## src/rtl/parity_scan_monitor.sv

```systemverilog
// Parity scan monitor: counts parity mismatches over one address sweep and queues failing entries.
// Optional macro PARITY_RECHECK_EN enables an independent parity recheck driving checker_fault.
module parity_scan_monitor #(
  parameter int ADDR_W    = 4,
  parameter int DATA_W    = 8,
  parameter int FIFO_LOG2 = 2,
  parameter int CNT_W     = 5
) (
  input  logic              clk,
  input  logic              reset,
  input  logic              start,
  input  logic              in_valid,
  input  logic [ADDR_W-1:0] addr,
  input  logic [DATA_W-1:0] data,
  input  logic              parity,
  input  logic              match,
  output logic              rpt_valid,
  input  logic              rpt_ready,
  output logic [ADDR_W-1:0] rpt_addr,
  output logic [DATA_W-1:0] rpt_data,
  output logic [CNT_W-1:0]  err_count,
  output logic              overflow,
  output logic              seq_err,
  output logic              busy,
  output logic              done,
  output logic              checker_fault
);

  typedef enum logic [1:0] {
    ST_IDLE  = 2'd0,
    ST_SCAN  = 2'd1,
    ST_DRAIN = 2'd2,
    ST_DONE  = 2'd3
  } state_t;

  localparam int DEPTH = 1 << FIFO_LOG2;
  localparam int ENT_W = ADDR_W + DATA_W;
  localparam logic [ADDR_W-1:0]  ADDR_LAST = {ADDR_W{1'b1}};
  localparam logic [ADDR_W-1:0]  ADDR_ONE  = {{(ADDR_W-1){1'b0}}, 1'b1};
  localparam logic [CNT_W-1:0]   CNT_MAX   = {CNT_W{1'b1}};
  localparam logic [CNT_W-1:0]   CNT_ONE   = {{(CNT_W-1){1'b0}}, 1'b1};
  localparam logic [FIFO_LOG2:0] PTR_ONE   = {{FIFO_LOG2{1'b0}}, 1'b1};

  function automatic logic xor_reduce(input logic [DATA_W-1:0] d);
    return ^d;
  endfunction

  state_t              state_r, state_next_s;
  logic [ADDR_W-1:0]   expected_r;
  logic [CNT_W-1:0]    err_count_r;
  logic                overflow_r, seq_err_r, busy_r, done_r;
  logic [FIFO_LOG2:0]  wr_ptr_r, rd_ptr_r;
  logic [ENT_W-1:0]    mem_r [DEPTH];
  logic [ENT_W-1:0]    head_s;
  logic                fifo_empty_s, fifo_full_s;
  logic                sample_s, start_s, pop_s, push_req_s, push_s, drop_s;

  assign fifo_empty_s = (wr_ptr_r == rd_ptr_r);
  assign fifo_full_s  = (wr_ptr_r[FIFO_LOG2] != rd_ptr_r[FIFO_LOG2]) &&
                        (wr_ptr_r[FIFO_LOG2-1:0] == rd_ptr_r[FIFO_LOG2-1:0]);
  assign sample_s     = (state_r == ST_SCAN) && in_valid;
  assign start_s      = start && ((state_r == ST_IDLE) || (state_r == ST_DONE));
  assign pop_s        = !fifo_empty_s && rpt_ready;
  assign push_req_s   = sample_s && !match;
  // A pop in the same cycle frees the slot, so a full FIFO still accepts the push.
  assign push_s       = push_req_s && (!fifo_full_s || pop_s);
  assign drop_s       = push_req_s && fifo_full_s && !pop_s;
  assign head_s       = mem_r[rd_ptr_r[FIFO_LOG2-1:0]];

  // Next-state decode for the sweep sequencer.
  always_comb begin
    state_next_s = state_r;
    case (state_r)
      ST_IDLE, ST_DONE: begin
        if (start) state_next_s = ST_SCAN;
        else       state_next_s = state_r;
      end
      ST_SCAN: begin
        if (sample_s && (addr == ADDR_LAST)) state_next_s = ST_DRAIN;
        else                                 state_next_s = ST_SCAN;
      end
      ST_DRAIN: begin
        if (fifo_empty_s) state_next_s = ST_DONE;
        else              state_next_s = ST_DRAIN;
      end
      default: state_next_s = ST_IDLE;
    endcase
  end

  // Sequencer state, sweep bookkeeping, status flags and FIFO pointers.
  always_ff @(posedge clk) begin
    if (!reset) begin
      state_r     <= ST_IDLE;
      expected_r  <= {ADDR_W{1'b0}};
      err_count_r <= {CNT_W{1'b0}};
      overflow_r  <= 1'b0;
      seq_err_r   <= 1'b0;
      busy_r      <= 1'b0;
      done_r      <= 1'b0;
      wr_ptr_r    <= {(FIFO_LOG2+1){1'b0}};
      rd_ptr_r    <= {(FIFO_LOG2+1){1'b0}};
    end else begin
      state_r <= state_next_s;
      busy_r  <= (state_next_s == ST_SCAN) || (state_next_s == ST_DRAIN);
      done_r  <= (state_next_s == ST_DONE);
      if (start_s) begin
        expected_r  <= {ADDR_W{1'b0}};
        err_count_r <= {CNT_W{1'b0}};
        overflow_r  <= 1'b0;
        seq_err_r   <= 1'b0;
      end else if (sample_s) begin
        // In or out of sequence, the next expected address follows the one just seen.
        expected_r <= addr + ADDR_ONE;
        if (addr != expected_r) seq_err_r <= 1'b1;
        if (!match && (err_count_r != CNT_MAX)) err_count_r <= err_count_r + CNT_ONE;
        if (drop_s) overflow_r <= 1'b1;
      end
      if (push_s) wr_ptr_r <= wr_ptr_r + PTR_ONE;
      if (pop_s)  rd_ptr_r <= rd_ptr_r + PTR_ONE;
    end
  end

  // Error FIFO storage; contents are only visible while the FIFO is non-empty.
  always_ff @(posedge clk) begin
    if (push_s) mem_r[wr_ptr_r[FIFO_LOG2-1:0]] <= {addr, data};
  end

`ifdef PARITY_RECHECK_EN
  logic fault_r;
  logic recheck_bad_s;
  assign recheck_bad_s = ((xor_reduce(data) == parity) != match);

  // Sticky disagreement between the local parity recheck and the upstream match flag.
  always_ff @(posedge clk) begin
    if (!reset) begin
      fault_r <= 1'b0;
    end else if (start_s) begin
      fault_r <= 1'b0;
    end else if (sample_s && recheck_bad_s) begin
      fault_r <= 1'b1;
    end
  end
  assign checker_fault = fault_r;
`else
  logic unused_parity_s;
  assign unused_parity_s = parity;
  assign checker_fault   = 1'b0;
`endif

  // Report port driven from the FIFO head; zero while empty.
  always_comb begin
    rpt_valid = !fifo_empty_s;
    if (fifo_empty_s) begin
      rpt_addr = {ADDR_W{1'b0}};
      rpt_data = {DATA_W{1'b0}};
    end else begin
      rpt_addr = head_s[ENT_W-1:DATA_W];
      rpt_data = head_s[DATA_W-1:0];
    end
  end

  assign err_count = err_count_r;
  assign overflow  = overflow_r;
  assign seq_err   = seq_err_r;
  assign busy      = busy_r;
  assign done      = done_r;

endmodule

```

## config.mk

```make
export PLATFORM = sky130hd
export DESIGN_NAME = parity_scan_monitor
export DESIGN_NICKNAME = d
export VERILOG_FILES = /design/src/rtl/parity_scan_monitor.sv
export SDC_FILE = /design/constraint.sdc
export NUM_CORES = 1
export LEC_CHECK = 0
export CAP_MARGIN = 0
export CORE_ASPECT_RATIO = 0.7
export CORE_MARGIN = 3
export CORE_UTILIZATION = 58
export DETAILED_ROUTE_END_ITERATION = 7
export GPL_TIMING_DRIVEN = 0
export PLACE_DENSITY = 0.82
export SLEW_MARGIN = 20
export SYNTH_ARGS = -nofsm -noshare
export SYNTH_HDL_FRONTEND = slang
export SYNTH_SLANG_ARGS = --single-unit
export TNS_END_PERCENT = 50
```

## constraint.sdc

```tcl
create_clock -name clk -period 3.6 [get_ports clk]
set_input_delay 1.08 -clock clk [delete_from_list [all_inputs] [get_ports clk]]
set_output_delay 1.08 -clock clk [all_outputs]
set_load 0.02 [all_outputs]
```

==> results of run 1 <==
-- routing by layer --
| layer | global-route usage [%] | up-vias | wire (microns) |
|---|---|---|---|
| met5 | 0 | - | 0 |
| met4 | 6.95 | 0 | 74 |
| met3 | 5.69 | 8 | 240 |
| met2 | 28.8 | 38 | 2340 |
| met1 | 23.9 | 821 | 2330 |
| li1 | - | 828 | - |
-- path summary, 6_finish.rpt --
| path | from | cells after the start | endpoint |
|---|---|---|---|
| worst max-delay path | flip-flop | 4 | rpt_data[0] |
| worst min-delay path | overflow$_SDFFE_PP0P_ | 2 | overflow$_SDFFE_PP0P_ |
| worst max register to register | err_count[0]$_SDFFE_PP0P_ | 8 | err_count[3]$_SDFFE_PP0P_ |
| worst min register to register | overflow$_SDFFE_PP0P_ | 2 | overflow$_SDFFE_PP0P_ |
-- cells in the mapped netlist (2+ instances only) --
master / number
nand3_1: 3
mux4_2: 12
and2b_1: 7
ha_1: 11
buf_2: 2
mux2i_1: 3
o31ai_1: 2
dfxtp_1: 23
xnor2_1: 8
a21oi_1: 3
o21ai_0: 2
xor2_1: 8
nor2b_1: 5
nor2_1: 16
edfxtp_1: 48
a211oi_1: 4
and2_1: 4
clkbuf_1: 5
and2_2: 3
inv_1: 6
nand2_1: 5
nand4_1: 3
-- power by group through the flow --
stage               logic (W)  clock network (W)  registers (W)
floorplan            0.000120                  0       0.000914
global placement     0.000205                  0       0.000912
detailed placement   0.000210                  0       0.000913
CTS                  0.000212           0.000676       0.000895
global route         0.000230           0.000712       0.000897
finish               0.000212           0.000664       0.000895
-- timing repair --
action,in CTS,in global routing
setup endpoints to repair,10,9
gates cloned,0,0
hold endpoints to repair,0,0
resized for setup,1,3
-- registers in the layout, summed over array words and instances, names as in the netlist, 2 cells and up, named ones only --
| name | flops |
|---|---|
| wr_ptr_r | 3 |
| state_r | 2 |
| mem_r | 48 |
| expected_r | 4 |
| err_count | 5 |
| rd_ptr_r | 3 |
-- worst max-delay path: stages, from the launching register on --
cell,delay [ns]
dfxtp_1,0.39
buf_2,0.36
mux4_2,0.54
and2b_1,0.18
clkdlybuf4s50_1,0.54
-- stage by stage --
step,setup WS [ns],hold slack [ns],cells
final,0.179,0.465,321
after global routing,0.00561,0.529,321
after CTS,0.0164,0.476,321
after detailed placement,0.189,0.460,305
after global placement,0.193,0.459,305
after floorplan,1.10,0.482,198
-- placed cells by master (no fill, tap or decap), types with 2 or more instances in the layout --
cell type        instances
edfxtp_1                48
clkdlybuf4s50_1         38
dfxtp_1                 23
nor2_1                  16
mux4_2                  12
ha_1                    11
clkbuf_8                11
xnor2_1                  8
xor2_1                   7
and2b_1                  7
inv_1                    6
clkbuf_1                 5
nor2b_1                  5
nand2_1                  5
and2_1                   4
a211oi_1                 4
nand4_1                  3
a21oi_1                  3
and2_2                   3
mux2i_1                  3
nand3_1                  3
buf_2                    2
o21ai_0                  2
o31ai_1                  2
-- final cells by class --
type | instances | share of cell area [%]
inverter | 6 | 0.613
clock buffer | 13 | 4.90
tap | 69 | 2.35
sequential | 71 | 51.8
timing repair buffer | 38 | 10.4
multi-input combinational | 113 | 27.9
clock inverter | 3 | 1.06
buffer | 8 | 1.02
-- kinds of logic (layout without fill, tap and decap cells) --
logic type      Yosys count  after routing  share of synthesized area [%]
buf+inv                  14             68                           1.98
mux                      15             15                           10.1
simple gates             54             54                           10.3
compound gates           16             16                           4.25
fa+ha+maj                11             11                           4.63
flops                    71             71                           63.9
other cells               1              1                          0.126
xor+xnor                 16             16                           4.71
==> flow_summary.toml, run 1 <==
[clock_tree]
cts-root-buf = "clkbuf_8"
insertion_delay_ns = 0.33
clock_path_buffers = 2
post_cts_buffers = 0
cts_hold_buf = 0
cts_max_level = 3
numCtsBuffers = 9
clock-sinks = 71
clk_pin_slew_ns = 0.07
cts_tree = "yes"

[floorplanning]
die_w_microns = 91.6
num_io_pins = 42
rows = 21
start_util_pct = 61.2
dieArea_sq_um = 6040
die_h_microns = 65.9
coreArea_sq_um = 4860

[power]
seqPwrFrac_pct = 50.6
combPwrFrac_pct = 12.0
p_per_area_nw_per_um2 = 482
p_switching_w = 0.000385
p_leak_nw = 1.30
p_int_w = 0.00139
ir_drop_v = 0.000331
swShare_pct = 21.7
p_clk_share_pct = 37.5
p_total_w = 0.00177

[setup_path]
cp-start-kind = "flip-flop"
cp-end-kind = "output pin"
reg2reg_slack_ns = 1.60
crit_arrival_ns = 2.34
crit_type = "reg2out"
critical_path.max_fanout = 10
cp.required_ns = 2.52

[layout]
stdcell_area_sq_um = 3670
diodes = 0
layout-drive-gt1-share_pct = 15.1
final_nets = 277
area_delta_synth_final_pct = 23.5
multiInputGateArea_sq_um = 1030
regArea_sq_um = 1900
fillers = 316
fin_util_pct = 75.6

[timing]
rsz0062_at_grt = "no"
finalSetupTns_ns = 0
finalHoldViolCount = 0
drv_slew = 0
min_period_over_period_pct = 95.0
finalCriticalPeriod_ns = 3.42
setup_viol_count_final = 0
slew_headroom_pct = 58.6
fin_worst_skew_ns = 0.00757
fmax_ghz = 0.292
worst_pin_slew_ns = 0.621

[logic_synthesis]
synthArstFlopShare_pct = 0
yosys_warnings = 0
synth_top_cell_area_share_pct = 48.5
netlist_area_sq_um = 2970
ys_ff_latch = 71
ys.flop_type = "edfxtp_1"
ys_seq_area_share_pct = 63.9
synth.net_count = 228
synth_cell_types = 37
ys_top_cells_by_area = "edfxtp_1 (48%), dfxtp_1 (15%), mux4_2 (9.1%)"
avgSynthCellArea_sq_um = 15.0
synth_top_area_cell = "edfxtp_1"
synth-edff-count = 48
synthCells = 198

[routing]
wire_per_inst_microns = 15.5
drt_first_iter_violations = 98
vias_per_cell = 5.28
routed_wl_mm = 4.98
dr.pass1.iters = 4
vias = 1695
drc = 0
ant_nets = 0

[placed_design]
portBuffers = 38
place_area_sq_um = 3440
dp_hpwl_mm = 3.36
routabilityCongestion = 0.857

[global_route]
grt_usage_pct = 18.2
grt_remaining_overflow = 0
grt_max_degree = 14
grt_pass1_vias = 1753
grt_pass1_wl_mm = 8.27
antenna_found_initial = 0

[status]
status = "finished clean"

[worst_hold_path]
hold_class = "reg2reg"

[job]
max_cap_viol_count = 0
No activity file was read; power rests on OpenSTA's default activity.
==> run 2: changes to the inputs <==
- CORE_UTILIZATION: 58 -> 45
- PLACE_DENSITY: 0.82 -> 0.66
- clock period: 3.6 -> 3.3 ns (I/O delays scaled with it)
==> flow_summary.toml, run 2 (synthesized netlist as in run 1, its figures left out) <==
[global_route]
grt_pass1_wl_mm = 8.57
antenna_found_initial = 0
grt_pass1_vias = 1643
grt_remaining_overflow = 0
grt_max_degree = 14
grt_usage_pct = 15.6

[layout]
layout-drive-gt1-share_pct = 17.4
stdcell_count = 331
diodes = 0
final_nets = 278
area_delta_synth_final_pct = 24.7
largest_register_ffs = 48
stdcell_area_sq_um = 3710
fillers = 535
layout_commonest_cell = "edfxtp_1"
layout_common_cells = "edfxtp_1 (48), clkdlybuf4s50_1 (38), dfxtp_1 (18), nor2_1 (16), mux4_2 (12)"

[placed_design]
placed_cells = 314
routabilityCongestion = 0.748
place_area_sq_um = 3450
portBuffers = 38
dp_hpwl_mm = 3.52

[floorplanning]
die_h_microns = 74.0
coreArea_sq_um = 6310
start_util_pct = 47.2
rows = 24
num_io_pins = 42
die_w_microns = 103
dieArea_sq_um = 7640

[timing]
fin_worst_skew_ns = 0.00542
slew_headroom_pct = 63.0
drv_slew = 0
rsz0062_at_grt = "no"
setup_viol_count_final = 0
finalHoldViolCount = 0
min_period_over_period_pct = 94.8
worst_pin_slew_ns = 0.555
fmax_ghz = 0.320
finalCriticalPeriod_ns = 3.13

[routing]
wire_per_inst_microns = 15.9
routed_wl_mm = 5.25
vias = 1699
ant_nets = 0
drc = 0
vias_per_cell = 5.13
dr.pass1.iters = 4
drt_first_iter_violations = 63

[clock_tree]
cts_hold_buf = 0
insertion_delay_ns = 0.33
cts-root-buf = "clkbuf_8"
numCtsBuffers = 9
clk_pin_slew_ns = 0.07
clock-sinks = 71
cts_max_level = 3
cts_tree = "yes"
clock_path_buffers = 2

[worst_hold_path]
hold_class = "reg2reg"

[power]
ir_drop_v = 0.000281
p_per_area_nw_per_um2 = 491
p_leak_nw = 1.29

[setup_path]
critPathMaxStageDelay_ns = 0.61
cp.required_ns = 2.31
crit_arrival_ns = 2.14
crit_type = "reg2out"
critical_path.max_fanout = 10
cp-start-kind = "flip-flop"
cp-end-kind = "output pin"
slowest_stage = "clkdlybuf4s50_1"
cp_num_buf_inv = 2
path_cells = "xor2_2, nor3_4, clkbuf_4, and2b_1, clkdlybuf4s50_1"
cp_top_family = "buffers and inverters"

[job]
max_cap_viol_count = 0

[status]
status = "finished clean"
[run 2: changes by cell type in the layout (fill, tap and decap cells not counted), moves of 2 or more]
cell	change
clkbuf_1	+2
dfxtp_1	-5
dfxtp_2	+5
xor2_1	-2
xor2_4	+2
[run 2: power breakdown]
| part | internal [W] | total [W] | switching (W) |
|---|---|---|---|
| sequential | 0.000966 | 0.000981 | 0.0000144 |
| clock | 0.000313 | 0.000599 | 0.000285 |
| combinational | 0.000124 | 0.000241 | 0.000118 |
| total | 0.00140 | 0.00182 | 0.000417 |
[run 2: routing by layer]
| metal | vias up | wire length [microns] | GRT usage [%] |
|---|---|---|---|
| li1 | 832 | - | - |
| met1 | 824 | 2700 | 23.7 |
| met2 | 37 | 2180 | 20.4 |
| met3 | 6 | 296 | 4.97 |
| met4 | 0 | 74 | 6.90 |
| met5 | - | 0 | 0 |
[run 2: cell type report]
class / count / area (sq um) / area share (%)
plain buffers: 8 / 51.3 / 1.38
multi-input cells: 113 / 1070 / 28.9
well taps: 78 / 97.6 / 2.63
repair buffers: 39 / 388 / 10.5
clock inverters: 1 / 3.75 / 0.101
flip-flops and latches: 71 / 1910 / 51.5
clock buffers: 15 / 166 / 4.49
inverters: 6 / 22.5 / 0.607
[run 2: worst register-to-register path: cells and delay by family, from the launching register on]
kind	cells	cell delay [ns]
adder cells (fa/ha/maj)	1	0.29
buffers and inverters	1	0.16
AO/OA/AOI/OAI	2	0.47
flip-flops	1	0.43
AND/OR/NAND/NOR	2	0.23
XOR/XNOR	1	0.26
[run 2: final timing paths]
kind                                  from                     to  slack [ns]  cells after the start
setup / recovery  wr_ptr_r[2]$_SDFFE_PN0P_            rpt_data[3]        0.17                      5
hold / removal       overflow$_SDFFE_PP0P_  overflow$_SDFFE_PP0P_        0.47                      2
setup reg to reg  wr_ptr_r[2]$_SDFFE_PN0P_        busy$_SDFF_PN0_        1.37                      7
hold reg to reg      overflow$_SDFFE_PP0P_  overflow$_SDFFE_PP0P_        0.47                      2
[run 2: timing repair]
action                     4_1_cts  5_1_grt
resized for setup                9        9
pin swaps                        1        0
cloned                           0        0
hold endpoints to repair         0        0
setup buffers                    1        0
setup endpoints to repair       11        7
[run 2: metrics by stage]
stage	worst slack, ns	total power [W]	TNS, ns	utilization, %	hold slack [ns]
finish	0.172	0.00182	0	58.8	0.472
global route	0.0108	0.00191	0	58.8	0.488
CTS	0.0364	0.00184	0	58.2	0.474
detailed placement	-0.132	0.00123	-0.511	54.7	0.458
global placement	-0.0825	0.00122	-0.328	54.7	0.458
floorplan	0.891	0.00113	0	-	0.482
==> run 3: changes to the inputs <==
- CORE_UTILIZATION: 45 -> 54
- PLACE_DENSITY: 0.66 -> 0.77
- SLEW_MARGIN: 20 -> not set
==> flow_summary.toml, run 3 (synthesized netlist as in run 1, its figures left out) <==
[floorplanning]
num_io_pins = 42
start_util_pct = 59.0
die_w_microns = 94.7
dieArea_sq_um = 6450
coreArea_sq_um = 5040
die_h_microns = 68.1
rows = 21

[power]
swShare_pct = 23.7
combPwrFrac_pct = 13.0
p_clk_share_pct = 35.0
p_leak_nw = 1.30
ir_drop_v = 0.000293
seqPwrFrac_pct = 52.0
p_switching_w = 0.000446
p_per_area_nw_per_um2 = 507
p_int_w = 0.00144

[setup_path]
slowest_stage = "clkdlybuf4s50_1"
crit_arrival_ns = 2.18
cp_num_buf_inv = 2
critical_path.max_fanout = 10
cp-end-kind = "output pin"
cp.required_ns = 2.31
path_cells = "xor2_2, nor3_4, buf_4, and2b_1, clkdlybuf4s50_1"
cp_top_family = "buffers and inverters"
cp-start-kind = "flip-flop"
critPathMaxStageDelay_ns = 0.53
crit_type = "reg2out"

[layout]
diodes = 0
layout-drive-gt1-share_pct = 18.9
stdcell_area_sq_um = 3720
layout_commonest_cell = "edfxtp_1"
area_delta_synth_final_pct = 25.0
layout_common_cells = "edfxtp_1 (48), clkdlybuf4s50_1 (38), dfxtp_1 (19), nor2_1 (16), mux4_2 (12)"
final_nets = 279
largest_register_ffs = 48

[timing]
drv_slew = 0
finalCriticalPeriod_ns = 3.17
finalHoldViolCount = 0
fin_worst_skew_ns = 0.00766
fin_ws_ns = 0.131
rsz0062_at_grt = "no"
min_period_over_period_pct = 96.0
fmax_ghz = 0.316
setup_viol_count_final = 0

[placed_design]
dp_hpwl_mm = 3.48
portBuffers = 38
routabilityCongestion = 0.718
pre_cts_ws_ns = -0.0591
place_area_sq_um = 3440

[routing]
drt_first_iter_violations = 197
wire_per_inst_microns = 16.0
vias_per_cell = 5.29
routed_wl_mm = 5.17
ant_nets = 0
drc = 0
dr.pass1.iters = 4
vias = 1708

[clock_tree]
insertion_delay_ns = 0.34
clk_pin_slew_ns = 0.07
cts_tree = "yes"
cts-root-buf = "clkbuf_8"
clock-sinks = 71
cts_hold_buf = 0
cts_max_level = 3
numCtsBuffers = 9
clock_path_buffers = 2

[global_route]
grt_usage_pct = 18.2
grt_max_degree = 14
grt_remaining_overflow = 0
grt_pass1_vias = 1628
antenna_found_initial = 0
grt_pass1_wl_mm = 8.40

[job]
max_cap_viol_count = 0

[status]
status = "finished clean"

[worst_hold_path]
hold_class = "reg2reg"
## run 3: cell count changes in the layout (fill, tap and decap cells not counted), sizes merged
cell,previous run,this run
buf,4,6
clkinvlp,0,1
clkinv,1,4
bufinv,0,1
clkbuf,20,14
## run 3: path summary, 6_finish.rpt
path / cells past startpoint / slack [ns] / endpoint / start
hold / removal: 2 / 0.48 / seq_err$_SDFFE_PP0P_ / seq_err$_SDFFE_PP0P_
setup / recovery: 5 / 0.13 / rpt_data[5] / rd_ptr_r[2]$_SDFFE_PN0P_
hold reg to reg: 2 / 0.48 / seq_err$_SDFFE_PP0P_ / seq_err$_SDFFE_PP0P_
setup reg to reg: 7 / 1.32 / busy$_SDFF_PN0_ / rd_ptr_r[1]$_SDFFE_PN0P_
## run 3: worst min-delay path, cell delays in order (launching register included)
cell	delay (ns)
dfxtp_1	0.34
a21oi_1	0.04
nor2_1	0.07
## run 3: stage by stage
step	hold WS (ns)	power [W]	TNS (ns)	utilization [%]	instances
3_3_place_gp	0.455	0.00122	-0.238	68.2	305
5_1_grt	0.507	0.00197	0	73.7	323
3_5_place_dp	0.462	0.00123	-0.294	68.2	305
2_1_floorplan	0.482	0.00113	0	-	198
6_report	0.479	0.00188	0	73.7	323
4_1_cts	0.484	0.00188	0	72.6	321
## run 3: cell type report
| type | count | area, sq um |
|---|---|---|
| tap | 69 | 86.3 |
| timing repair buffer | 40 | 395 |
| clock buffer | 10 | 128 |
| fill | 347 | 1330 |
| inverter | 6 | 22.5 |
| multi-input combinational | 113 | 1070 |
| clock inverter | 6 | 61.3 |
| buffer | 8 | 47.5 |
| sequential | 71 | 1910 |
## run 3: what timing repair did
action                     4_1_cts  5_1_grt
buffers inserted                 0        2
setup endpoints to repair       11       10
resized for setup                8        9
pin swaps                        0        1
## run 3: power groups by stage
stage          registers [W]  clock network, W  logic (W)
2_1_floorplan       0.000997                 0   0.000131
3_3_place_gp        0.000995                 0   0.000227
3_5_place_dp        0.000996                 0   0.000229
4_1_cts             0.000977          0.000670   0.000236
5_1_grt             0.000982          0.000720   0.000268
6_report            0.000980          0.000659   0.000245
## run 3: metal layers
| layer | GRT usage (%) | wire length [microns] |
|---|---|---|
| met5 | 0 | 0 |
| met2 | 26.3 | 2340 |
| met3 | 7.58 | 332 |
| met4 | 5.40 | 34 |
| met1 | 25.4 | 2460 |
